File: src/rtl/core_pkg.sv
// =============================================================================
// core_pkg : shared encodings and defaults for the core pipeline control
// Revision : 1.0 - initial release
// =============================================================================
`default_nettype none

package core_pkg;

    localparam logic [1:0] RUN      = 2'd0;
    localparam logic [1:0] DIV_BUSY = 2'd1;
    localparam logic [1:0] MEM_WAIT = 2'd2;

    typedef enum logic [1:0] {
        S_RUN      = RUN,
        S_DIV_BUSY = DIV_BUSY,
        S_MEM_WAIT = MEM_WAIT
    } state_t;

    localparam logic [4:0] C_REG_ZERO            = 5'd0;
    localparam int         C_CNT_W_DEFAULT       = 32;
    localparam int         C_DIV_TIMEOUT_DEFAULT = 64;

endpackage

`default_nettype wire

File: src/rtl/hazard_detect.sv
// =============================================================================
// hazard_detect : combinational load-use comparator between EX and ID
// Revision      : 1.0 - initial release
// =============================================================================
`default_nettype none

module hazard_detect
    import core_pkg::*;
(
    input  logic       i_ex_valid,
    input  logic       i_ex_is_load,
    input  logic [4:0] i_ex_rd,
    input  logic       i_id_valid,
    input  logic [4:0] i_id_rs1_addr,
    input  logic [4:0] i_id_rs2_addr,
    input  logic       i_id_uses_rs1,
    input  logic       i_id_uses_rs2,
    output logic       o_load_use
);

    logic w_rs1_hit;
    logic w_rs2_hit;

    assign w_rs1_hit  = i_id_uses_rs1 && (i_id_rs1_addr == i_ex_rd);
    assign w_rs2_hit  = i_id_uses_rs2 && (i_id_rs2_addr == i_ex_rd);

    // x0 is never written, so a load targeting it cannot create a hazard
    assign o_load_use = i_ex_valid && i_ex_is_load && (i_ex_rd != C_REG_ZERO)
                        && i_id_valid && (w_rs1_hit || w_rs2_hit);

endmodule

`default_nettype wire

File: src/rtl/pipeline_ctrl.sv
// =============================================================================
// pipeline_ctrl : stall / bubble / flush sequencing for the 5-stage core
// Revision      : 1.0 - initial release
// =============================================================================
`default_nettype none

module pipeline_ctrl
    import core_pkg::*;
#(
    parameter int CNT_W       = C_CNT_W_DEFAULT,
    parameter int DIV_TIMEOUT = C_DIV_TIMEOUT_DEFAULT
) (
    input  logic             clk,
    input  logic             reset,
    input  logic             id_valid,
    input  logic [4:0]       id_rs1_addr,
    input  logic [4:0]       id_rs2_addr,
    input  logic             id_uses_rs1,
    input  logic             id_uses_rs2,
    input  logic             ex_valid,
    input  logic             ex_is_load,
    input  logic [4:0]       ex_rd,
    input  logic             ex_div_instruction,
    input  logic             div_busy,
    input  logic             ex_redirect,
    input  logic [31:0]      ex_pc_target,
    input  logic             mem_req,
    input  logic             mem_ready,
    output logic             div_start,
    output logic             pc_load,
    output logic [31:0]      pc_target,
    output logic             pc_stall,
    output logic             if_id_stall,
    output logic             id_ex_stall,
    output logic             ex_mem_stall,
    output logic             if_id_flush,
    output logic             id_ex_bubble,
    output logic             ex_mem_bubble,
    output logic             mem_wb_bubble,
    output logic             div_timeout,
    output logic [CNT_W-1:0] stall_cycles,
    output logic [CNT_W-1:0] flush_count
);

    localparam int                DCNT_W      = $clog2(DIV_TIMEOUT + 1);
    localparam logic [DCNT_W-1:0] C_DIV_LIMIT = DCNT_W'(DIV_TIMEOUT);

    state_t            r_state, w_state_nxt, w_eff_state;
    logic              r_div_pend, w_div_pend_nxt;
    logic [DCNT_W-1:0] r_div_cnt, w_div_cnt_nxt, w_div_cnt_inc;
    logic              r_div_timeout, w_timeout_set;
    logic [CNT_W-1:0]  r_stall_cycles, r_flush_count;
    logic              w_mem_hold, w_load_use;

    logic w_div_start, w_pc_load, w_pc_stall, w_if_id_stall, w_id_ex_stall;
    logic w_ex_mem_stall, w_if_id_flush, w_id_ex_bubble, w_ex_mem_bubble;
    logic w_mem_wb_bubble;

    hazard_detect u_hazard_detect (
        .i_ex_valid    (ex_valid),
        .i_ex_is_load  (ex_is_load),
        .i_ex_rd       (ex_rd),
        .i_id_valid    (id_valid),
        .i_id_rs1_addr (id_rs1_addr),
        .i_id_rs2_addr (id_rs2_addr),
        .i_id_uses_rs1 (id_uses_rs1),
        .i_id_uses_rs2 (id_uses_rs2),
        .o_load_use    (w_load_use)
    );

    assign w_mem_hold    = mem_req && !mem_ready;
    assign w_div_cnt_inc = (r_div_cnt == C_DIV_LIMIT) ? r_div_cnt : r_div_cnt + DCNT_W'(1);

    always_comb begin
        // Once the memory hold clears, MEM_WAIT behaves as the state it interrupted
        w_eff_state = r_state;
        if (r_state == S_MEM_WAIT) begin
            w_eff_state = r_div_pend ? S_DIV_BUSY : S_RUN;
        end
    end

    always_comb begin
        w_state_nxt     = r_state;
        w_div_pend_nxt  = r_div_pend;
        w_div_cnt_nxt   = r_div_cnt;
        w_timeout_set   = 1'b0;
        w_div_start     = 1'b0;
        w_pc_load       = 1'b0;
        w_pc_stall      = 1'b0;
        w_if_id_stall   = 1'b0;
        w_id_ex_stall   = 1'b0;
        w_ex_mem_stall  = 1'b0;
        w_if_id_flush   = 1'b0;
        w_id_ex_bubble  = 1'b0;
        w_ex_mem_bubble = 1'b0;
        w_mem_wb_bubble = 1'b0;

        if (reset) begin
            w_state_nxt = S_RUN;
        end else if (w_mem_hold) begin
            w_pc_stall      = 1'b1;
            w_if_id_stall   = 1'b1;
            w_id_ex_stall   = 1'b1;
            w_ex_mem_stall  = 1'b1;
            w_mem_wb_bubble = 1'b1;
            w_state_nxt     = S_MEM_WAIT;
            w_div_pend_nxt  = (w_eff_state == S_DIV_BUSY);
        end else begin
            case (w_eff_state)
                S_DIV_BUSY: begin
                    if (!div_busy || (w_div_cnt_inc == C_DIV_LIMIT)) begin
                        w_timeout_set  = div_busy;
                        w_state_nxt    = S_RUN;
                        w_div_pend_nxt = 1'b0;
                        w_div_cnt_nxt  = '0;
                    end else begin
                        w_pc_stall      = 1'b1;
                        w_if_id_stall   = 1'b1;
                        w_id_ex_stall   = 1'b1;
                        w_ex_mem_bubble = 1'b1;
                        w_state_nxt     = S_DIV_BUSY;
                        w_div_cnt_nxt   = w_div_cnt_inc;
                    end
                end
                default: begin
                    w_state_nxt    = S_RUN;
                    w_div_pend_nxt = 1'b0;
                    if (ex_valid && ex_div_instruction) begin
                        w_div_start     = 1'b1;
                        w_pc_stall      = 1'b1;
                        w_if_id_stall   = 1'b1;
                        w_id_ex_stall   = 1'b1;
                        w_ex_mem_bubble = 1'b1;
                        w_state_nxt     = S_DIV_BUSY;
                        w_div_cnt_nxt   = '0;
                    end else if (ex_valid && ex_redirect) begin
                        w_pc_load      = 1'b1;
                        w_if_id_flush  = 1'b1;
                        w_id_ex_bubble = 1'b1;
                    end else if (w_load_use) begin
                        w_pc_stall     = 1'b1;
                        w_if_id_stall  = 1'b1;
                        w_id_ex_bubble = 1'b1;
                    end
                end
            endcase
        end
    end

    always_ff @(posedge clk) begin
        if (reset) begin
            r_state        <= S_RUN;
            r_div_pend     <= 1'b0;
            r_div_cnt      <= '0;
            r_div_timeout  <= 1'b0;
            r_stall_cycles <= '0;
            r_flush_count  <= '0;
        end else begin
            r_state        <= w_state_nxt;
            r_div_pend     <= w_div_pend_nxt;
            r_div_cnt      <= w_div_cnt_nxt;
            r_div_timeout  <= r_div_timeout | w_timeout_set;
            r_stall_cycles <= r_stall_cycles + CNT_W'(w_pc_stall);
            r_flush_count  <= r_flush_count + CNT_W'(w_pc_load);
        end
    end

    assign div_start     = w_div_start;
    assign pc_load       = w_pc_load;
    assign pc_target     = reset ? 32'd0 : ex_pc_target;
    assign pc_stall      = w_pc_stall;
    assign if_id_stall   = w_if_id_stall;
    assign id_ex_stall   = w_id_ex_stall;
    assign ex_mem_stall  = w_ex_mem_stall;
    assign if_id_flush   = w_if_id_flush;
    assign id_ex_bubble  = w_id_ex_bubble;
    assign ex_mem_bubble = w_ex_mem_bubble;
    assign mem_wb_bubble = w_mem_wb_bubble;
    assign div_timeout   = r_div_timeout;
    assign stall_cycles  = r_stall_cycles;
    assign flush_count   = r_flush_count;

endmodule

`default_nettype wire
File: config.mk
export PLATFORM = sky130hd
export DESIGN_NAME = pipeline_ctrl
export DESIGN_NICKNAME = d
export VERILOG_FILES = /design/src/rtl/core_pkg.sv /design/src/rtl/hazard_detect.sv /design/src/rtl/pipeline_ctrl.sv
export SDC_FILE = /design/constraint.sdc
export NUM_CORES = 1
export LEC_CHECK = 0
export ABC_AREA = 1
export BUFFER_PORTS_ARGS = -buffer_cell sky130_fd_sc_hd__buf_2
export CAP_MARGIN = 20
export CORE_ASPECT_RATIO = 0.5
export CORE_UTILIZATION = 54
export DETAILED_ROUTE_END_ITERATION = 8
export GPL_TIMING_DRIVEN = 0
export HOLD_SLACK_MARGIN = 0.03
export PLACE_DENSITY = 0.86
export SYNTH_ARGS = -nofsm -noshare
export SYNTH_HDL_FRONTEND = slang
export SYNTH_SLANG_ARGS = --single-unit
File: constraint.sdc
create_clock -name clk -period 4.4 [get_ports clk]
set_input_delay 0.88 -clock clk [delete_from_list [all_inputs] [get_ports clk]]
set_output_delay 0.88 -clock clk [all_outputs]
set_load 0.03 [all_outputs]
==> out/results.txt, run 1 <==
WP data arrival: 3.54 ns
VDD IR max: 200.3 µV
hold-fix buffers at CTS: 0
die area: 8911 µm²
DP Worst Slack: 0.8638 ns
Slew @ Worst Pin: 0.6895 ns
Worst Path Required: 4.60 ns
Avg Synthesized Cell Area: 6.139 µm²
Final Slew Violations: 0
Initial Util: 0.5666
EDFF count, synth: 0
PortBufs: 163
clock sink total: 75
clock share of power: 0.451
Clock Latency Late Sink: 0.34 ns
area grow syn2layout: 26.94%
die span in x: 132.5 µm
Leakage: 2.634 nW
layout net count: 988
worst-path cell chain: inv_1 > ha_1 > nand2_1 > inv_1 > nand3_1 > nand2_1 > nand3_1 > nor2_2 > nand2_2 > nand2_1 > nand2_1 > nand2_1 > nand2_1 > ha_1 > ha_1 > nand2_1 > nor2_4 > inv_2 > nor2_2 > inv_2 > nor2_2 > nand2_1 > nand2_1 > a21oi_1
gr usage total: 0.3040
wire per inst: 12.68 µm
ys flop type: dfxtp_1
Final Critical Period: 3.337 ns
diodes inserted: 0
Cell variety after synth: 34
antenna viol nets, final: 0
Synth Net Count: 814
Synth area leaders: dfxtp_1 (33%), nand2_1 (15%), nor2_1 (9.9%), inv_1 (9.0%), a21oi_1 (6.4%)
Residual DRC: 0
max_slew headroom: 0.5403
Async SR Flop Fraction: 0
number of max-cap violations: 0
Combinational Power Share: 0.115
most common cell in the netlist: nand2_1
delay-heaviest family, CP: simple AND/OR/NAND/NOR gates
total negative slack: 0 ns
sequential fraction of the synthesis area: 0.3265
DIE HEIGHT: 67.25 µm
I/O Pins: 166
initial DRC count: 297
number of global-route vias before repair: 4753
First-pass DRT Iterations: 9
CP bufs+invs: 4
Critical Path Start Type: register
largest net degree at the start of global routing: 13
Final Hold Fails: 0
core area: 8115 µm²
register area: 1501 µm²
Crit Path Category: reg -> reg
unrepaired setup endpoints after global routing: no
Routed WL: 13.17 mm
largest area contributor in the netlist: dfxtp_1
Crit. End Element: register
H-tree levels: 3
sequential power share: 0.434
worst setup margin: 1.063 ns
Commonest cells post-synth: nand2_1 (184), nor2_1 (121), inv_1 (110)
Hold WC Path Type: reg -> reg
CP most frequent cell: nand2_1
antenna violations before repair: 0
GRT overflow: 0
via count: 5247
Post-Syn Instances: 749
final worst clock skew: 0.006662 ns
Power Dens Cells: 271.1 nW/µm²
layout cells sized above 1: 0.2438
clk slew on worst S/H paths: 0.06 ns
CTS tree: built
Yosys reg bits: 75
drt via density: 5.050
hpwl dp: 10.42 mm
CP peak stage delay: 0.41 ns
global-route wire length before repair: 21.36 mm
CTS Root Cell: clkbuf_16
final worst path period share: 0.7584
highest-delay cell along the critical path: dfxtp_1
gpl congestion: 0.9220
switching pwr: 0.0004086 W
fmax: 299.7 MHz
synthesized area: 4598 µm²
number of fill cells: 716
Yosys top cell area share: 0.3265
Switching Share: 0.2582
status: finished, final reports clean
postcts setup bufs: 0
internal power: 0.001174 W
Core Rows: 23
critical path peak fanout: 8
Inserted Clock Buffers: 9
Bufs on Longest Clock Path: 2
Final Setup Violations: 0
multi-input combinational cell area: 2562 µm²
warnings from Yosys: 0
post_cts resized: 0
[routing by layer]
layer	track usage	vias up	wire (µm)
met2	0.5539	210	6279
met3	0.06081	37	805
li1	-	2697	-
met5	0	-	0
met1	0.3607	2303	5737
met4	0.1236	0	349
[state kept, by name (all words and copies together), names as in the netlist]
signal        flops
flush_count      32
div_timeout       1
r_state           2
stall_cycles     32
r_div_pend        1
r_div_cnt         7
[through the flow]
step | instances | power [W] | util | cell area [µm²] | hold slack, ns
after floorplan | 749 | 0.0008161 | - | 4598 | 0.4537
after global placement | 1024 | 0.0008786 | 0.6844 | 5554 | 0.4379
after detailed placement | 1024 | 0.0008824 | 0.6844 | 5554 | 0.4380
after CTS | 1039 | 0.001586 | 0.7192 | 5837 | 0.4471
after global routing | 1039 | 0.001634 | 0.7192 | 5837 | 0.4981
final | 1039 | 0.001582 | 0.7192 | 5837 | 0.4442
[power groups by stage]
stage	Combinational, W	Clock [W]	Sequential [W]
4_1_cts	0.000182	0.000718	0.000686
5_1_grt	0.000200	0.000748	0.000686
3_5_place_dp	0.000181	0	0.000701
3_3_place_gp	0.000177	0	0.000701
6_report	0.000182	0.000713	0.000686
2_1_floorplan	0.000110	0	0.000706
[tightest hold or removal path, delay by kind of cell (launching register included)]
kind	cells	cell delay, ns
flops	1	0.30
compound gates	1	0.05
buf+inv	1	0.04
[path summary, 6_finish.rpt]
path | startpoint | endpoint | slack, ns | depth (start not counted)
max | r_div_cnt[0] | stall_cycles[30] | 1.06 | 24
max reg2reg | r_div_cnt[0] | stall_cycles[30] | 1.06 | 24
min reg2reg | div_timeout | div_timeout | 0.44 | 2
min | div_timeout | div_timeout | 0.44 | 2
[logic make-up after synthesis]
family	Yosys count	share of synthesized area
compound gates	86	0.09687
xor+xnor	9	0.01714
fa+ha+maj	6	0.01633
buf+inv	139	0.1162
flops	75	0.3265
simple gates	434	0.4269
[final cells by class]
type,instances,area share
Multi-Input combinational cell,535,0.4390
Sequential cell,75,0.2572
Timing Repair Buffer,163,0.1398
Inverter,122,0.07846
Clock buffer,9,0.03859
Tap cell,112,0.02401
Buffer,17,0.01308
Clock inverter,6,0.009861
[cells in the final DEF (no fill, tap or decap), types with 2 or more instances in the layout]
master	n
a21oi_1	59
buf_2	164
buf_4	3
clkbuf_1	13
clkbuf_16	9
clkinv_2	4
dfxtp_1	75
ha_1	6
inv_1	110
inv_2	11
nand2_1	184
nand2_2	5
nand3_1	39
nand3b_1	4
nand4_1	13
nor2_1	121
nor2_2	9
nor2_4	4
nor3_1	21
nor3_2	8
nor3b_1	3
nor3b_2	2
nor4_1	5
o21a_1	5
o21ai_0	16
o21ai_1	5
or2_0	9
or2_2	3
xnor2_1	2
xor2_1	7
Note: power is estimated with default switching activity, not from simulation.
==> run 2: changes to the inputs <==
Settings changed: CORE_UTILIZATION 54 to 50, PLACE_DENSITY 0.86 to 0.8.
Clock period 4.4 ns to 3.25 ns, I/O delays scaled along.
==> run 2 against run 1 <==
Compared with the run above: count of clock-buffer cells in the layout is 3 higher; critical path depth fell by 7; largest cell class unchanged; setup slack got worse by 0.80 ns; sequential share of layout area is 0.28 points lower; die area increased by 7.8%.
==> out/results.txt, run 2 (synthesized netlist as in run 1, its figures left out) <==
final design instance area without fill: 5907 µm²
Initial Util: 0.5208
number of max-cap violations: 0
grt met2 use: 0.4813
FF-to-FF Start: r_div_cnt[0]
Crit. End Element: register
Core Rows: 24
final worst clock skew: 0.005518 ns
initial DRC count: 333
antenna viol nets, final: 0
number of fill cells: 841
final worst path period share: 0.9187
Leakage: 2.657 nW
Crit Path Category: in -> reg
H-tree levels: 3
register area: 1503 µm²
diodes inserted: 0
R2R setup slack: 0.32 ns
core area: 8828 µm²
Routed WL: 13.24 mm
Final Hold Slack: 0.4509 ns
largest net degree at the start of global routing: 13
Final Setup Violations: 0
max_slew headroom: 0.5348
VDD IR max: 240.5 µV
Critical Path Source: mem_req
PortBufs: 163
Worst Path Required: 3.48 ns
status: finished, final reports clean
gpl congestion: 0.9531
GRT overflow: 0
I/O Pins: 166
layout net count: 992
WP data arrival: 3.22 ns
r2r worst-path depth: 24
commonest non-fill, non-tap cell in the layout: nand2_1
Min-Delay Endpoint: div_timeout
CTS tree: built
Power Dens Cells: 363.5 nW/µm²
Final Critical Period: 2.986 ns
Critical Path Start Type: primary input
number of global-route vias before repair: 4619
via count: 5335
gr usage total: 0.2827
DP Worst Slack: -0.02223 ns
Bufs on Longest Clock Path: 2
met3 GRT Util: 0.06725
clk slew on worst S/H paths: 0.06 ns
layout cells sized above 1: 0.2532
Residual DRC: 0
CTS Root Cell: clkbuf_16
Hold WC Path Type: reg -> reg
Slew @ Worst Pin: 0.6978 ns
wire per inst: 12.62 µm
First-pass DRT Iterations: 5
die span in x: 137.6 µm
Worst R2R End: stall_cycles[30]
Hold Startpoint: div_timeout
Clock Latency Late Sink: 0.34 ns
met1 Track Usage GR: 0.3551
DIE HEIGHT: 69.81 µm
drt via density: 5.086
worst setup margin: 0.2643 ns
total negative slack: 0 ns
Inserted Clock Buffers: 9
die area: 9607 µm²
hpwl dp: 10.36 mm
GR peak layer: met2
Final Slew Violations: 0
most frequent cells in the layout: nand2_1 (183), buf_2 (164), nor2_1 (120), inv_1 (110), dfxtp_1 (74)
fmax: 334.9 MHz
area grow syn2layout: 28.46%
global-route wire length before repair: 21.08 mm
clock sink total: 75
critical path peak fanout: 8
antenna violations before repair: 0
hold path cells: 2
Final Hold Fails: 0
Post-DP Area: 5563 µm²
multi-input combinational cell area: 2587 µm²
-- run 2: cell count changes in the layout (fill, tap and decap cells not counted), sizes merged --
cell | before | now
bufinv | 1 | 0
buf | 167 | 171
clkbuf | 22 | 25
clkinvlp | 1 | 0
-- run 2: report_power, final --
part           switching, W  total [W]  internal [W]
combinational      0.000169   0.000250     0.0000814
clock              0.000390   0.000966      0.000577
sequential       0.00000510   0.000930      0.000925
total              0.000564    0.00215       0.00158
-- run 2: metal layers --
metal,up-vias,part of all wire
met5,-,0
met4,0,0.012
met3,17,0.062
met2,180,0.47
met1,2431,0.46
li1,2707,-
-- run 2: worst max-delay path, stage by stage --
cell,delay [ns]
buf_2,0.09
inv_1,0.03
or2_2,0.09
clkbuf_1,0.29
nand3_1,0.15
nor2_1,0.23
ha_1,0.30
ha_1,0.22
nand3_1,0.22
inv_2,0.14
nand2_2,0.09
nor2_4,0.14
nand2_2,0.10
nor2_2,0.18
nand2_1,0.11
o21ai_1,0.14
a21oi_1,0.06
-- run 2: layout make-up --
type                            instances  area share
Multi-Input combinational cell        535      0.4380
Sequential cell                        75      0.2544
Timing Repair Buffer                  167      0.1432
Inverter                              122     0.07753
Clock buffer                           12     0.04512
Tap cell                              117     0.02478
Buffer                                 17     0.01292
Clock inverter                          4    0.004025
-- run 2: worst max-delay path by stage --
stage                       endpoint  slack, ns  cells past startpoint
finish               flush_count[26]       0.26                     17
global route        stall_cycles[28]     -0.002                     22
CTS                 stall_cycles[30]       0.05                     24
detailed placement   flush_count[26]      -0.02                     17
global placement     flush_count[22]       0.01                     17
floorplan           stall_cycles[30]       0.04                     16
-- run 2: metrics by stage --
stage / total power (W) / util / std cells
after global placement: 0.001191 / 0.6301 / 1029
after CTS: 0.002150 / 0.6630 / 1045
after floorplan: 0.001105 / - / 749
after detailed placement: 0.001196 / 0.6301 / 1029
after global routing: 0.002215 / 0.6691 / 1049
final: 0.002147 / 0.6691 / 1049
-- run 2: timing repair --
action | 4_1_cts | 5_1_grt
gates resized for setup | 0 | 7
buffers inserted | 0 | 4
hold buffers | 0 | 0
endpoints found under the setup margin | 0 | 13
